===== src/rtl/wb_spraid_master.sv =====
`default_nettype none
// ============================================================================
// wb_spraid_master : valid/ready command port to single Wishbone cycles.
// Optional REQ-state timeout abort enabled by WB_MASTER_TIMEOUT_EN. Rev 1.0
// ============================================================================
module wb_spraid_master #(
  parameter int TIMEOUT_CYCLES = 1024
) (
  input  logic        wb_clk_i,
  input  logic        wb_rst_ni,
  input  logic        cmd_valid_i,
  output logic        cmd_ready_o,
  input  logic        cmd_we_i,
  input  logic [31:0] cmd_adr_i,
  input  logic [31:0] cmd_dat_i,
  output logic        rsp_valid_o,
  input  logic        rsp_ready_i,
  output logic [31:0] rsp_dat_o,
  output logic        rsp_err_o,
  output logic        busy_o,
  output logic        wb_cyc_o,
  output logic        wb_stb_o,
  output logic        wb_we_o,
  output logic [31:0] wb_adr_o,
  output logic [31:0] wb_dat_o,
  output logic [3:0]  wb_sel_o,
  input  logic [31:0] wb_dat_i,
  input  logic        wb_ack_i,
  input  logic        wb_stall_i,
  input  logic        wb_err_i,
  input  logic        wb_rty_i
);

  typedef enum logic [1:0] {
    ST_IDLE = 2'd0,
    ST_REQ  = 2'd1,
    ST_RESP = 2'd2
  } state_t;

  if (TIMEOUT_CYCLES < 1 || TIMEOUT_CYCLES > 65535) begin : g_bad_timeout_cycles
    $error("wb_spraid_master: TIMEOUT_CYCLES must be within 1..65535");
  end

  state_t      state_q, state_d;
  logic        cmd_ready_q, cmd_ready_d;
  logic        rsp_valid_q, rsp_valid_d;
  logic [31:0] rsp_dat_q, rsp_dat_d;
  logic        rsp_err_q, rsp_err_d;
  logic        busy_q, busy_d;
  logic        cyc_q, cyc_d;
  logic        we_q, we_d;
  logic [31:0] adr_q, adr_d;
  logic [31:0] dat_q, dat_d;
  logic        timeout_w;

  // Stall only delays the ack; stb stays up and the cycle still counts.
  logic unused_stall;
  assign unused_stall = wb_stall_i;

`ifdef WB_MASTER_TIMEOUT_EN
  localparam logic [15:0] TO_LAST = 16'(TIMEOUT_CYCLES - 1);
  logic [15:0] cnt_q, cnt_d;
  assign timeout_w = (cnt_q == TO_LAST);
`else
  assign timeout_w = 1'b0;
`endif

  always_comb begin
    state_d     = state_q;
    cmd_ready_d = cmd_ready_q;
    rsp_valid_d = rsp_valid_q;
    rsp_dat_d   = rsp_dat_q;
    rsp_err_d   = rsp_err_q;
    busy_d      = busy_q;
    cyc_d       = cyc_q;
    we_d        = we_q;
    adr_d       = adr_q;
    dat_d       = dat_q;
`ifdef WB_MASTER_TIMEOUT_EN
    cnt_d       = cnt_q;
`endif
    unique case (state_q)
      ST_IDLE: begin
        cmd_ready_d = 1'b1;
        if (cmd_valid_i && cmd_ready_q) begin
          state_d     = ST_REQ;
          cmd_ready_d = 1'b0;
          busy_d      = 1'b1;
          cyc_d       = 1'b1;
          we_d        = cmd_we_i;
          adr_d       = cmd_adr_i;
          dat_d       = cmd_dat_i;
`ifdef WB_MASTER_TIMEOUT_EN
          cnt_d       = 16'd0;
`endif
        end
      end
      ST_REQ: begin
        if (wb_err_i || wb_rty_i) begin
          state_d     = ST_RESP;
          cyc_d       = 1'b0;
          rsp_valid_d = 1'b1;
          rsp_err_d   = 1'b1;
          rsp_dat_d   = 32'd0;
        end else if (wb_ack_i) begin
          state_d     = ST_RESP;
          cyc_d       = 1'b0;
          rsp_valid_d = 1'b1;
          rsp_err_d   = 1'b0;
          rsp_dat_d   = we_q ? 32'd0 : wb_dat_i;
        end else if (timeout_w) begin
          state_d     = ST_RESP;
          cyc_d       = 1'b0;
          rsp_valid_d = 1'b1;
          rsp_err_d   = 1'b1;
          rsp_dat_d   = 32'd0;
        end else begin
`ifdef WB_MASTER_TIMEOUT_EN
          if (cnt_q != 16'hFFFF) begin
            cnt_d = cnt_q + 16'd1;
          end
`endif
        end
      end
      ST_RESP: begin
        if (rsp_ready_i) begin
          state_d     = ST_IDLE;
          rsp_valid_d = 1'b0;
          rsp_err_d   = 1'b0;
          rsp_dat_d   = 32'd0;
          busy_d      = 1'b0;
          cmd_ready_d = 1'b1;
        end
      end
      default: begin
        state_d     = ST_IDLE;
        cmd_ready_d = 1'b0;
        rsp_valid_d = 1'b0;
        rsp_err_d   = 1'b0;
        rsp_dat_d   = 32'd0;
        busy_d      = 1'b0;
        cyc_d       = 1'b0;
      end
    endcase
  end

  always_ff @(posedge wb_clk_i) begin
    if (!wb_rst_ni) begin
      state_q     <= ST_IDLE;
      cmd_ready_q <= 1'b0;
      rsp_valid_q <= 1'b0;
      rsp_dat_q   <= 32'd0;
      rsp_err_q   <= 1'b0;
      busy_q      <= 1'b0;
      cyc_q       <= 1'b0;
      we_q        <= 1'b0;
      adr_q       <= 32'd0;
      dat_q       <= 32'd0;
    end else begin
      state_q     <= state_d;
      cmd_ready_q <= cmd_ready_d;
      rsp_valid_q <= rsp_valid_d;
      rsp_dat_q   <= rsp_dat_d;
      rsp_err_q   <= rsp_err_d;
      busy_q      <= busy_d;
      cyc_q       <= cyc_d;
      we_q        <= we_d;
      adr_q       <= adr_d;
      dat_q       <= dat_d;
    end
  end

`ifdef WB_MASTER_TIMEOUT_EN
  always_ff @(posedge wb_clk_i) begin
    if (!wb_rst_ni) begin
      cnt_q <= 16'd0;
    end else begin
      cnt_q <= cnt_d;
    end
  end
`endif

  assign cmd_ready_o = cmd_ready_q;
  assign rsp_valid_o = rsp_valid_q;
  assign rsp_dat_o   = rsp_dat_q;
  assign rsp_err_o   = rsp_err_q;
  assign busy_o      = busy_q;
  assign wb_cyc_o    = cyc_q;
  assign wb_stb_o    = cyc_q;
  assign wb_we_o     = we_q;
  assign wb_adr_o    = adr_q;
  assign wb_dat_o    = dat_q;
  assign wb_sel_o    = 4'hF;

endmodule
`default_nettype wire


===== config.mk =====
export PLATFORM = sky130hd
export DESIGN_NAME = wb_spraid_master
export DESIGN_NICKNAME = d
export VERILOG_FILES = /design/src/rtl/wb_spraid_master.sv
export SDC_FILE = /design/constraint.sdc
export NUM_CORES = 1
export LEC_CHECK = 0
export ABC_CLOCK_PERIOD_IN_PS = 2730
export CELL_PAD_IN_SITES_DETAIL_PLACEMENT = 0
export CELL_PAD_IN_SITES_GLOBAL_PLACEMENT = 1
export CORE_AREA = 2 2 116 118
export CTS_CLUSTER_SIZE = 8
export DETAILED_ROUTE_END_ITERATION = 8
export DIE_AREA = 0 0 118 120
export PLACE_DENSITY_LB_ADDON = 0.1
export SLEW_MARGIN = 20
export SYNTH_ARGS = -nofsm -noshare
export SYNTH_HDL_FRONTEND = slang
export SYNTH_SLANG_ARGS = --single-unit

===== constraint.sdc =====
create_clock -name wb_clk_i -period 2.73 [get_ports wb_clk_i]
set_input_delay 0.546 -clock wb_clk_i [delete_from_list [all_inputs] [get_ports wb_clk_i]]
set_output_delay 0.546 -clock wb_clk_i [all_outputs]
set_load 0.02 [all_outputs]

==> qor.yml <==
status: "complete, no violations"
arrival_ns: 1.43
syn_inst: 399
finalSetupViolations: 0
grt_overflow: 0
fin_worst_skew_ns: 0.006874
maxCapViolCount: 0
clockRootBuffer: "clkbuf_16"
criticalPathCategory: "reg -> out"
synth-compound-area-share_pct: 23.06
place_area_um2: 5967
synth_top_family_by_area: "compound AO/OA/AOI/OAI gates"
leakagePower_nw: 2.230
hold_end: "wb_adr_o[26]"
nNetsFinal: 694
groute.usage.overall_pct: 15.23
worstPathMaxFanout: 5
cp_num_buf_inv: 1
period_share_pct: 72.53
post-place-ws_ns: 0.4270
ys_warn_count: 0
dp_hpwl_mm: 7.616
drcViolationCount: 0
clk_latency_ns: 0.35
hp-start: "wb_adr_o[26]"
hp-class: "reg -> reg"
finalMaxSlewViolations: 0
grt_pass1_wl_mm: 16.90
synthAdderAreaFrac_pct: 0
layout_common_cells: "205 x clkdlybuf4s50_1, 131 x nand2_1, 104 x dfxtp_1"
cts.sinks: 104
core_um2: 12980
grt_max_degree: 44
clockBufferDepth: 2
wl_per_cell_um: 14.11
worstRegToRegCells: 4
firstDrtPassIters: 4
synth_area_um2: 3830
num_rows: 42
syn_to_final_growth_pct: 63.31
design_area_um2: 6255
final_antenna_net_count: 0
holdPathStages: 2
final_util_pct: 48.19
reg2reg_from: "state_q[1]"
h-tree-depth: 3
hold_slack_ns: 0.4530
yosysUniqueCellTypes: 32
rsz0062_at_grt: "false"
nFillCells: 1261
clk_pin_slew_worst_paths_ns: 0.07
ys_ff_latch: 104
crit_path_start_kind: "register"
min_period_ns: 1.980
synth_area_per_cell_um2: 9.599
io_buffers: 206
finalSetupTns_ns: 0
final_common_cell: "clkdlybuf4s50_1"
synth_xor_area_share_pct: 0
crit_chain: "clkdlybuf4s50_1"
drtIter0Drc: 161
antenna_found_initial: 0
required_ns: 2.18
cpPeakStageDelay_ns: 0.66
vdd_ir_drop_max_uv: 439.9
r2r_setup_slack_ns: 1.09
n_antenna_cell: 0
crit_path_end_kind: "primary output"
routed_wl_mm: 10.85
dieArea_um2: 14160
io_pins: 212
r2r-end: "rsp_dat_o[15]"
gp_congestion: 0.7345
yosysSeqAreaShare_pct: 54.36
start_util_pct: 29.51
post_cts_buffers: 0
final_layout_size_suffix_gt1_share_pct: 8.769
die_h_um: 120
cts_buffers: 9
grt_pass1_vias: 3253
die_w_um: 118
clock.fmax_ghz: 0.5050
cts_tree: "built"
synth-simple-area-share_pct: 15.98
p_per_area_nw_per_um2: 546.6
vias: 3413
hold_buffers: 0
postCtsResizedCells: 0
critPathSlowestCell: "clkdlybuf4s50_1"
muxShareOfSynthArea_pct: 0
routed_via_density: 4.438
path_delay_family: "buffers and inverters"
hold_viol_final: 0
fin_ws_ns: 0.7499
-- where the power goes --
| group | internal, mW | switching, mW | leakage [nW] |
|---|---|---|---|
| clock | 0.727 | 0.549 | 0.145 |
| sequential | 1.58 | 0.0336 | 0.845 |
| combinational | 0.291 | 0.241 | 1.24 |
| total | 2.59 | 0.824 | 2.23 |
-- sequential cells by signal, summed over array words and instances, names as in the netlist --
signal       flops
busy_o           1
cmd_ready_o      1
rsp_dat_o       32
rsp_err_o        1
rsp_valid_o      1
state_q          2
wb_adr_o        32
wb_cyc_o         1
wb_dat_o        32
wb_we_o          1
-- synth_stat cells --
| library cell | instances | area [µm²] |
|---|---|---|
| a21boi_1 | 14 | 105.1 |
| a21oi_1 | 3 | 15.01 |
| a31oi_1 | 1 | 6.260 |
| buf_4 | 5 | 37.54 |
| o21ai_0 | 1 | 5.000 |
| and4bb_1 | 1 | 12.51 |
| inv_1 | 2 | 7.510 |
| nand2b_1 | 1 | 6.260 |
| nor3b_1 | 1 | 7.510 |
| buf_8 | 3 | 45.04 |
| nor2b_1 | 3 | 18.77 |
| nor4_2 | 1 | 12.51 |
| conb_1 | 1 | 3.750 |
| buf_2 | 16 | 80.08 |
| o21a_1 | 3 | 22.52 |
| nor3_1 | 2 | 10.01 |
| a22o_2 | 25 | 250.2 |
| and3_1 | 1 | 6.260 |
| o32ai_1 | 1 | 8.760 |
| and2_1 | 1 | 6.260 |
| a22o_1 | 7 | 61.31 |
| nand2_1 | 131 | 491.7 |
| nand3b_1 | 1 | 7.510 |
| nand4bb_1 | 1 | 11.26 |
| dfxtp_1 | 104 | 2082 |
| nor2_1 | 2 | 7.510 |
| a21boi_0 | 51 | 382.9 |
| clkbuf_1 | 9 | 33.78 |
| buf_6 | 4 | 45.04 |
| nand2b_4 | 1 | 13.76 |
| o41ai_2 | 1 | 16.27 |
| o311a_1 | 1 | 10.01 |
-- worst max-delay path by stage --
stage                     to        start  slack [ns]  cells past startpoint
6_report         cmd_ready_o  cmd_ready_o        0.75                      1
5_1_grt        rsp_dat_o[19]     wb_rty_i        0.64                      5
4_1_cts          cmd_ready_o  cmd_ready_o        0.71                      1
3_5_place_dp   rsp_dat_o[19]     wb_rty_i        0.43                      5
3_3_place_gp   rsp_dat_o[12]     wb_rty_i        0.45                      5
2_1_floorplan  rsp_dat_o[10]     wb_rty_i        1.26                      5
-- routing by layer --
metal / vias to the layer above / global-route usage (%) / wire length (µm)
met1: 1573 / 18.68 / 4850
met3: 10 / 7.177 / 905
met2: 127 / 24.13 / 4976
met5: - / 0 / 0
met4: 0 / 3.840 / 118
li1: 1703 / - / -
-- cell families after synthesis --
kind of cell	Yosys count
AO/OA/AOI/OAI	108
buffers and inverters	39
flip-flops	104
other	1
AND/OR/NAND/NOR	147
-- stage by stage --
stage,cells,power [mW]
after detailed placement,754,2.184
after floorplan,402,1.888
final,769,3.419
after global routing,769,3.580
after CTS,769,3.478
after global placement,754,2.177
-- cell type report --
cell class / instances / area (µm²) / area share, %
sequential: 104 / 2082 / 33.29
clock inverter: 4 / 45.04 / 0.7201
clock buffer: 11 / 242.7 / 3.881
multi-input combinational: 259 / 1535 / 24.54
timing repair buffer: 213 / 2122 / 33.93
inverter: 2 / 7.507 / 0.1200
tap: 176 / 220.2 / 3.521
(Power assumes the default switching activity.)
